--- config.mk ---
export PLATFORM = sky130hd
export DESIGN_NAME = mac_frame_accumulator
export DESIGN_NICKNAME = d
export VERILOG_FILES = /design/src/rtl/mac_pkg.sv /design/src/rtl/mac_frame_accumulator_multiplier.sv /design/src/rtl/mac_frame_accumulator.sv
export SDC_FILE = /design/constraint.sdc
export NUM_CORES = 1
export LEC_CHECK = 0
export CORE_MARGIN = 10
export CORE_UTILIZATION = 25
export DETAILED_ROUTE_END_ITERATION = 16
export SLEW_MARGIN = 20
export SYNTH_ARGS = -nofsm -noshare
export SYNTH_HDL_FRONTEND = slang
export SYNTH_SLANG_ARGS = --single-unit
--- constraint.sdc ---
create_clock -name clk -period 4.7 [get_ports clk]
set_input_delay 0.94 -clock clk [delete_from_list [all_inputs] [get_ports clk]]
set_output_delay 0.94 -clock clk [all_outputs]
set_load 0.05 [all_outputs]
--- src/rtl/mac_pkg.sv ---
// Shared constants for the MAC frame accumulator slice.
//   DATA_W / PROD_W   : operand and product widths of the 8x8 multiplier
//   FRAME_LEN_DEF     : default number of products summed per result
//   ACC_W_DEF         : default accumulator / result width
//   clog2()           : counter width helper, usable in constant expressions
package mac_pkg;
  localparam int DATA_W        = 8;
  localparam int PROD_W        = 16;
  localparam int FRAME_LEN_DEF = 16;
  localparam int ACC_W_DEF     = 18;

  // ceil(log2(v)); 1 for v<=2 so a frame of two still gets a 1-bit counter
  function automatic int clog2(input int v);
    int r;
    int x;
    r = 0;
    x = v - 1;
    while (x > 0) begin
      r++;
      x = x >> 1;
    end
    if (r == 0) r = 1;
    return r;
  endfunction
endpackage

--- src/rtl/mac_frame_accumulator_multiplier.sv ---
// Combinational 8x8 unsigned array multiplier (module name kept as
// "multiplier" so existing instantiations keep working).
//   a, b : unsigned 8-bit operands
//   z    : 16-bit product a*b
module multiplier (
  input  logic [7:0]  a,
  input  logic [7:0]  b,
  output logic [15:0] z
);
  // Row i of the array adds a<<i when b[i] is set.
  logic [15:0] w_row [0:8];
  assign w_row[0] = '0;

  genvar i;
  generate
    for (i = 0; i < 8; i++) begin : g_row
      assign w_row[i+1] = w_row[i] + ((16'(a) << i) & {16{b[i]}});
    end
  endgenerate

  assign z = w_row[8];
endmodule

--- src/rtl/mac_frame_accumulator.sv ---
// Multiply-accumulate frame stage: operand pairs stream in, FRAME_LEN
// products are summed, and each frame's sum is offered on an output stream.
//   clk, rst             : clock, asynchronous active-high reset
//   clr                  : synchronous flush of pipeline, accumulator, result
//   in_valid/in_ready    : operand stream handshake, in_a/in_b operands
//   out_valid/out_ready  : result stream handshake
//   out_sum              : frame sum modulo 2^ACC_W
//   out_ovf              : a carry out of ACC_W happened within the frame
module mac_frame_accumulator
  import mac_pkg::*;
#(
  parameter int FRAME_LEN = FRAME_LEN_DEF,
  parameter int ACC_W     = ACC_W_DEF
) (
  input  logic              clk,
  input  logic              rst,
  input  logic              clr,
  input  logic              in_valid,
  output logic              in_ready,
  input  logic [DATA_W-1:0] in_a,
  input  logic [DATA_W-1:0] in_b,
  output logic              out_valid,
  input  logic              out_ready,
  output logic [ACC_W-1:0]  out_sum,
  output logic              out_ovf
);
  localparam int             CNT_W = clog2(FRAME_LEN);
  localparam logic [CNT_W-1:0] LAST = CNT_W'(FRAME_LEN - 1);

  logic              r_v1, r_v2;
  logic [DATA_W-1:0] r_a, r_b;
  logic [PROD_W-1:0] r_p;
  logic [ACC_W-1:0]  r_acc;
  logic              r_ovf;
  logic [CNT_W-1:0]  r_cnt;
  logic [ACC_W-1:0]  r_out_sum;
  logic              r_out_ovf;
  logic              r_out_valid;

  logic              w_en;
  logic [PROD_W-1:0] w_z;
  logic [ACC_W:0]    w_sum;

  // Whole pipeline moves together; a held result freezes every stage.
  assign w_en     = !r_out_valid || out_ready;
  assign in_ready = w_en && !clr;

  // Extra top bit of w_sum is the carry out of the accumulator.
  assign w_sum = {1'b0, r_acc} + {{(ACC_W + 1 - PROD_W){1'b0}}, r_p};

  multiplier u_mul (
    .a (r_a),
    .b (r_b),
    .z (w_z)
  );

  // Stage 1: operand registers
  always_ff @(posedge clk or posedge rst) begin
    if (rst) begin
      r_v1 <= 1'b0;
      r_a  <= '0;
      r_b  <= '0;
    end else if (clr) begin
      r_v1 <= 1'b0;
    end else if (w_en) begin
      r_v1 <= in_valid;
      if (in_valid) begin
        r_a <= in_a;
        r_b <= in_b;
      end
    end
  end

  // Stage 2: product register
  always_ff @(posedge clk or posedge rst) begin
    if (rst) begin
      r_v2 <= 1'b0;
      r_p  <= '0;
    end else if (clr) begin
      r_v2 <= 1'b0;
    end else if (w_en) begin
      r_v2 <= r_v1;
      r_p  <= w_z;
    end
  end

  // Accumulate stage and result register. Under w_en a presented result is
  // either retired or absent, so out_valid drops unless a frame closes now.
  always_ff @(posedge clk or posedge rst) begin
    if (rst) begin
      r_acc       <= '0;
      r_ovf       <= 1'b0;
      r_cnt       <= '0;
      r_out_sum   <= '0;
      r_out_ovf   <= 1'b0;
      r_out_valid <= 1'b0;
    end else if (clr) begin
      r_acc       <= '0;
      r_ovf       <= 1'b0;
      r_cnt       <= '0;
      r_out_valid <= 1'b0;
    end else if (w_en) begin
      r_out_valid <= 1'b0;
      if (r_v2) begin
        if (r_cnt == LAST) begin
          r_out_sum   <= w_sum[ACC_W-1:0];
          r_out_ovf   <= r_ovf | w_sum[ACC_W];
          r_out_valid <= 1'b1;
          r_acc       <= '0;
          r_ovf       <= 1'b0;
          r_cnt       <= '0;
        end else begin
          r_acc <= w_sum[ACC_W-1:0];
          r_ovf <= r_ovf | w_sum[ACC_W];
          r_cnt <= r_cnt + CNT_W'(1);
        end
      end
    end
  end

  assign out_valid = r_out_valid;
  assign out_sum   = r_out_sum;
  assign out_ovf   = r_out_ovf;
endmodule

Word level (Yosys, flattened, before mapping)
Index checks and enable logic that the tools add are counted.
W data, S select, Z words.
Operators by class
  multiplexer cells: 20
  add/subtract/negate cells: 9
  bitwise gates (word level): 10
  reduce and logical (&&, ||, !) cells: 10
  eq/ne operators: 1
Operators by type and width (number)
  $add A16 B16 Y16: 7
  $mux W18: 4
  $add A18 B16 Y19: 1
  $and A10 B16 Y16: 1
  $and A11 B16 Y16: 1
  $and A12 B16 Y16: 1
  $and A13 B16 Y16: 1
  $and A14 B16 Y16: 1
  $and A15 B16 Y16: 1
  $and A8 B16 Y16: 1
  $and A9 B16 Y16: 1
  $mux W4: 4
  $mux W1: 12
  $add A4 B1 Y4 const B: 1
  $eq A4 B4 Y1 const B: 1
  $reduce_and A2 Y1: 2
  $reduce_and A4 Y1: 1
  $reduce_bool A2 Y1: 2
  $reduce_and A3 Y1: 1
  $logic_not A1 Y1: 2
  $logic_and A1 B1 Y1: 1
  $logic_or A1 B1 Y1: 1
  $not A1 Y1: 1
  $or A1 B1 Y1: 1
Word-level totals
  bits in registers: 77
  output and inout bits: 21
  word-level logic and storage cells: 61
  input bits: 21

Longest topological paths before layout
Gate-level depths: netlist (run 1).
  word-level depth: 8
  depth in mapped cells: 15
  mapped depth without buffers: 15

Modules after synthesis
From an unflattened synthesis (run 1), not the netlist that was laid out.
Unflattened totals
  cell total of the unflattened synthesis: 552
  area, all modules: 5779.3 um^2
By module, submodules not included
  mac_frame_accumulator: cells each 343, instances 1, area an instance 3849.9 um^2
  multiplier: cells each 209, instances 1, area an instance 1929.4 um^2

Worst setup path before layout (run 1)
No wires, ideal clock.
  path type: reg2reg
  from: reg r_b[5]
  to: reg r_p[15]
  library setup time: 0.130 ns
  arrival time: 3.996 ns
  slack: 0.573 ns
  period minus slack after synthesis: 4.127 ns
  stages on the path, launching flop included: 15
  path through: dfrtp_1 -> clkbuf_1 -> and2_1 -> fa_1 -> fa_1 -> fa_1 -> ha_1 -> ha_1 -> fa_1 -> a21o_1 -> a21oi_1 -> o21ai_0 -> a311oi_1 -> xnor2_1 -> o21ai_1
On the way
  cells in the longest elaborated chain, start to end: 4
Ends and longest elaborated chain
  start, declared: line mac_frame_accumulator.sv:31  | logic [DATA_W-1:0] r_a, r_b;
  start signal, assigned: line mac_frame_accumulator.sv:69  | r_b <= in_b;
  $and A13 B16 Y16: line mac_frame_accumulator_multiplier.sv:17  | assign w_row[i+1] = w_row[i] + ((16'(a) << i) & {16{b[i]}});
  $add A16 B16 Y16 (3 in a row): line mac_frame_accumulator_multiplier.sv:17
  end signal, assigned: line mac_frame_accumulator.sv:83  | r_p <= w_z;
  end, declared: line mac_frame_accumulator.sv:32  | logic [PROD_W-1:0] r_p;
No other way between the ends.
A chain may end at the register's enable or synchronous reset.

Worst setup path after layout (run 1)
  from: reg r_b[3]
  to: reg r_p[15]
On the way
  cells in the longest elaborated chain, start to end: 6
Ends and longest elaborated chain (line)
  $and A11 B16 Y16: mac_frame_accumulator_multiplier.sv:17
  $add A16 B16 Y16 (5 in a row): mac_frame_accumulator_multiplier.sv:17
No other way between the ends.

==> impl_metrics.ini, run 1 <==
[die]
die_w_microns = 171
core_sq_um = 22600
die_area_sq_um = 29400
io_pins = 42
die_h_microns = 171
core.rowCount = 55
start_util_pct = 25.4

[place]
numPortBuffers = 41
placed_cell_area_sq_um = 6460
finalWeightedCongestion = 0.815
place_hpwl_microns = 9490
place_inst = 895

[logic_synthesis]
synth_most_common_cell = nand2_1
syn_nets = 691
yosys_register_bits = 77
ys_warn_count = 0
synth_top_area_cell = dfrtp_1
ys_async_sr_fraction_pct = 100
netlist_area_sq_um = 5730
yosys.area.top_type_share_pct = 33.6
ys_seq_area_share_pct = 33.6
synth.avg_cell_area_sq_um = 9.83
synth-main-ff-cell = dfrtp_1
synth_common_cells = nand2_1 (94), dfrtp_1 (77), ha_1 (48)
synth_edf_count = 0
yosysUniqueCellTypes = 52
synth_area_leaders = dfrtp_1 (34%), fa_1 (14%), ha_1 (10%), nand2_1 (6.2%), and2_1 (4.7%)
netlist_instances = 583

[sta]
grt_setup_unrepaired = no
final-hold-violation-count = 0
finalSetupViolCount = 0
min_period_over_period_pct = 93.6
min_period_ns = 4.40
worst_slew_pin_slew_ns = 0.855
fmax_ghz = 0.227
slew_viol_final = 0
fin_skew_ns = 0.00584
tns_ns = 0
slew_headroom_pct = 43.0

[detailed_routing]
wl_per_cell_microns = 13.8
via_per_inst = 4.56
drtIter0Drc = 336
vias = 4152
ant_nets = 0
firstDrtPassIters = 5
wl_microns = 12500
drc = 0

[layout]
syn2layout_area_growth_pct = 17.6
antenna_cells = 0
multi_input_area_sq_um = 3540
seq_area_sq_um = 1930
final_cells = 910
drive_above_1_share_pct = 8.32
fin_nets = 729
fillerInstances = 2345
fin_area_sq_um = 6740

[clock_tree]
cts_max_level = 3
postCtsSetupRepairBufs = 0
cts_buffer_depth = 2
clkSinkCount = 77
insertion_delay_ns = 0.34
cts_buffers = 9
ctsRootBufferMaster = clkbuf_16
post_cts_resized = 0
postCtsHoldBufs = 0
cts_tree = done
path_clk_slew_ns = 0.06

[critical_path]
start_kind = register
path_class = register to register
critPathMaxFanout = 9
end_kind = register
arrival_ns = 4.62
cp.required_ns = 4.92
worst_r2r_path_depth = 13

[outcome]
status = completed

[power]
powerDensity_nw_per_um2 = 530
total_leakage_power_nw = 3.21
total_power_w = 0.00357
vdd_drop_max_mv = 0.282

[global_routing]
grt_pass1_vias = 4123
grt_usage_pct = 8.94
gr-total-overflow = 0
antenna_found_initial = 0
grt_max_degree = 57
grt_pass1_wl_microns = 21300

[min_path]
hold_depth = 2
hold_class = register to register

[flow_run]
cap_violations = 0
report_power, final:
part / internal (W) / total, W / switching (W) / leakage, nW
clock: 0.000370 / 0.000654 / 0.000284 / 0.135
combinational: 0.000899 / 0.00204 / 0.00114 / 2.07
sequential: 0.000770 / 0.000878 / 0.000109 / 1.01
total: 0.00204 / 0.00357 / 0.00153 / 3.21
critical path: stages, from the launching register on:
cell      delay, ns
dfrtp_1        0.48
and2_1         0.22
fa_1           0.57
fa_1           0.45
fa_1           0.50
ha_1           0.31
ha_1           0.22
fa_1           0.40
a21o_1         0.19
a21oi_1        0.22
o21ai_0        0.19
a311oi_1       0.29
xnor2_1        0.16
o21ai_1        0.07
metrics by stage:
stage | util, % | worst slack [ns] | hold WS, ns
4_1_cts | 29.9 | 0.283 | 0.482
2_1_floorplan | - | 0.573 | 0.445
6_report | 29.9 | 0.299 | 0.474
3_3_place_gp | 28.6 | 0.365 | 0.460
3_5_place_dp | 28.6 | 0.305 | 0.466
5_1_grt | 29.9 | 0.0138 | 0.502
cell type report:
class / instances / area share (%)
multi-input combinational: 441 / 52.6
tap: 285 / 5.29
inverter: 45 / 2.54
sequential: 77 / 28.6
clock buffer: 10 / 3.55
timing repair buffer: 47 / 6.91
clock inverter: 5 / 0.520
metal layers:
metal / wire length (microns) / track usage (%)
met1: 6650 / 13.1
met2: 5060 / 12.7
met3: 693 / 2.43
met4: 107 / 2.04
met5: 0 / 0
worst paths after layout:
path	start	endpoint	slack, ns
min	out_sum[6]	out_sum[6]	0.47
max reg2reg	r_b[3]	r_p[15]	0.30
max	r_b[3]	r_p[15]	0.30
max in group asynchronous	rst	out_sum[15]	2.86
min reg2reg	out_sum[6]	out_sum[6]	0.47
min in group asynchronous	rst	out_valid	1.08
flip-flops by register name, summed over array words and instances (netlist names):
| name | count |
|---|---|
| r_v1 | 1 |
| out_ovf | 1 |
| r_v2 | 1 |
| r_p | 16 |
| out_valid | 1 |
| r_a | 8 |
| r_ovf | 1 |
| out_sum | 18 |
| r_cnt | 4 |
| r_b | 8 |
| r_acc | 18 |
layout by cell type (no fill, tap or decap), types with 2 or more instances in the layout:
cell and count:
a221oi_1 2, fa_1 39, o31ai_1 2, nor3b_1 2, or3_1 4, buf_4 6
xor2_1 8, ha_1 48, clkinv_2 2, o211ai_1 2, dfrtp_1 77, mux2i_1 4
a211oi_1 4, xnor2_1 13, a21oi_1 21, o21bai_1 2, clkbuf_16 9, a21o_1 10
and3_1 3, nand2_1 94, nor2_1 17, a221oi_2 2, mux2_2 21, nand3_1 15
inv_1 44, nand2b_1 5, nor3_1 6, a22o_1 11, a31oi_1 4, o21ai_0 31
o21ai_1 5, clkdlybuf4s50_1 40, nand4_1 2, and2_1 43, o21a_1 3
kinds of logic (layout without fill, tap and decap cells):
group / after synthesis / count (layout) / share of synthesized area (%)
simple gates: 198 / 198 / 16.6
compound gates: 110 / 110 / 13.1
fa+ha+maj: 87 / 87 / 24.1
flops: 77 / 77 / 33.6
buf+inv: 65 / 107 / 4.52
mux: 25 / 25 / 4.83
xor+xnor: 21 / 21 / 3.21
Power figures use the tool's default switching activity.
==> inputs of run 2 (changes only) <==
--- a/config.mk
+++ b/config.mk
@@ -7,6 +7,7 @@
 export LEC_CHECK = 0
 export CORE_MARGIN = 10
 export CORE_UTILIZATION = 25
+export CTS_BUF_LIST = sky130_fd_sc_hd__clkbuf_16
 export DETAILED_ROUTE_END_ITERATION = 16
 export SLEW_MARGIN = 20
 export SYNTH_ARGS = -nofsm -noshare
==> impl_metrics.ini, run 2 (synthesis results as in run 1) <==
[outcome]
status = completed

[sta]
tns_ns = 0
final-hold-violation-count = 0
finalWorstSetupSlack_ns = 0.300
slew_viol_final = 0
min_period_over_period_pct = 93.6
grt_setup_unrepaired = no
worst_slew_pin_slew_ns = 0.859
fmax_ghz = 0.227
finalSetupViolCount = 0
min_period_ns = 4.40
fin_skew_ns = 0.00582
slew_headroom_pct = 42.7

[detailed_routing]
wl_per_cell_microns = 13.7
drc = 0
ant_nets = 0
wl_microns = 12500
vias = 4136
via_per_inst = 4.55
firstDrtPassIters = 6
drtIter0Drc = 332

[critical_path]
path_class = register to register
cp.required_ns = 4.91
arrival_ns = 4.62
end_kind = register
start_kind = register
rrSetupSlack_ns = 0.30
critPathMaxFanout = 9

[clock_tree]
clkSinkCount = 77
cts_max_level = 3
postCtsHoldBufs = 0
cts_buffer_depth = 2
path_clk_slew_ns = 0.06
postCtsSetupRepairBufs = 0
cts_tree = done
insertion_delay_ns = 0.34
cts_buffers = 9
ctsRootBufferMaster = clkbuf_16
post_cts_resized = 0

[power]
power.switching_w = 0.00153
cell_internal_pwr_w = 0.00202
total_leakage_power_nw = 3.21
powerDensity_nw_per_um2 = 528
vdd_drop_max_mv = 0.284
switching_share_pct = 43.1
total_power_w = 0.00355
combPwrFrac_pct = 57.4
power_frac_clock_pct = 17.9
pwr-share-seq_pct = 24.7

[layout]
antenna_cells = 0
fin_area_sq_um = 6730
fin_nets = 729
drive_above_1_share_pct = 8.16
final_cells = 910
syn2layout_area_growth_pct = 17.4
final_common_cell = nand2_1
most-common-layout-cells = nand2_1 (94), dfrtp_1 (77), ha_1 (48), inv_1 (44), and2_1 (43)

[die]
die_h_microns = 171
die_w_microns = 171
core.rowCount = 55
io_pins = 42
core_sq_um = 22600
die_area_sq_um = 29400
start_util_pct = 25.4

[place]
numPortBuffers = 41
place_hpwl_microns = 9490
finalWeightedCongestion = 0.815
place_ws_ns = 0.305
placed_cell_area_sq_um = 6460
place_inst = 895

[global_routing]
gr-total-overflow = 0
grt_pass1_wl_microns = 21300
grt_usage_pct = 8.94
antenna_found_initial = 0
grt_pass1_vias = 4123
grt_max_degree = 57

[min_path]
hold_class = register to register

[flow_run]
cap_violations = 0
-- run 2: worst paths after layout --
check                           start          end  cells after the start
max in group asynchronous         rst  out_sum[15]                      3
min                        out_sum[6]   out_sum[6]                      2
max                            r_b[3]      r_p[15]                     13
min in group asynchronous         rst    out_valid                      2
max reg2reg                    r_b[3]      r_p[15]                     13
min reg2reg                out_sum[6]   out_sum[6]                      2
-- run 2: metrics by stage --
| step | hold WS [ns] | util, % |
|---|---|---|
| final | 0.474 | 29.8 |
| after global placement | 0.460 | 28.6 |
| after floorplan | 0.445 | - |
| after global routing | 0.502 | 29.8 |
| after detailed placement | 0.466 | 28.6 |
| after CTS | 0.482 | 29.8 |
-- run 2: layout make-up --
class | instances | area, sq um
fillers | 2349 | 15800
inverters | 45 | 171
multi-input cells | 441 | 3540
repair buffers | 47 | 465
well taps | 285 | 357
flip-flops and latches | 77 | 1930
clock inverters | 6 | 38.8
clock buffers | 9 | 225
-- run 2: worst max-delay path, cell delays in order, from the launching register on --
cell	delay (ns)
dfrtp_1	0.48
and2_1	0.22
fa_1	0.57
fa_1	0.45
fa_1	0.50
ha_1	0.31
ha_1	0.22
fa_1	0.40
a21o_1	0.19
a21oi_1	0.22
o21ai_0	0.19
a311oi_1	0.29
xnor2_1	0.16
o21ai_1	0.07
-- run 2: layer usage --
| metal | global-route usage [%] | vias up | wire [microns] |
|---|---|---|---|
| met5 | 0 | - | 0 |
| met4 | 2.04 | 0 | 107 |
| met3 | 2.43 | 12 | 713 |
| met2 | 12.7 | 79 | 5070 |
| met1 | 13.1 | 1974 | 6590 |
| li1 | - | 2071 | - |
-- run 2: power groups by stage --
stage	Sequential [W]	Clock (W)	Combinational, W
3_5_place_dp	0.000888	0	0.00203
6_report	0.000878	0.000636	0.00204
5_1_grt	0.000893	0.000692	0.00238
2_1_floorplan	0.000840	0	0.00167
4_1_cts	0.000876	0.000660	0.00206
3_3_place_gp	0.000885	0	0.00201
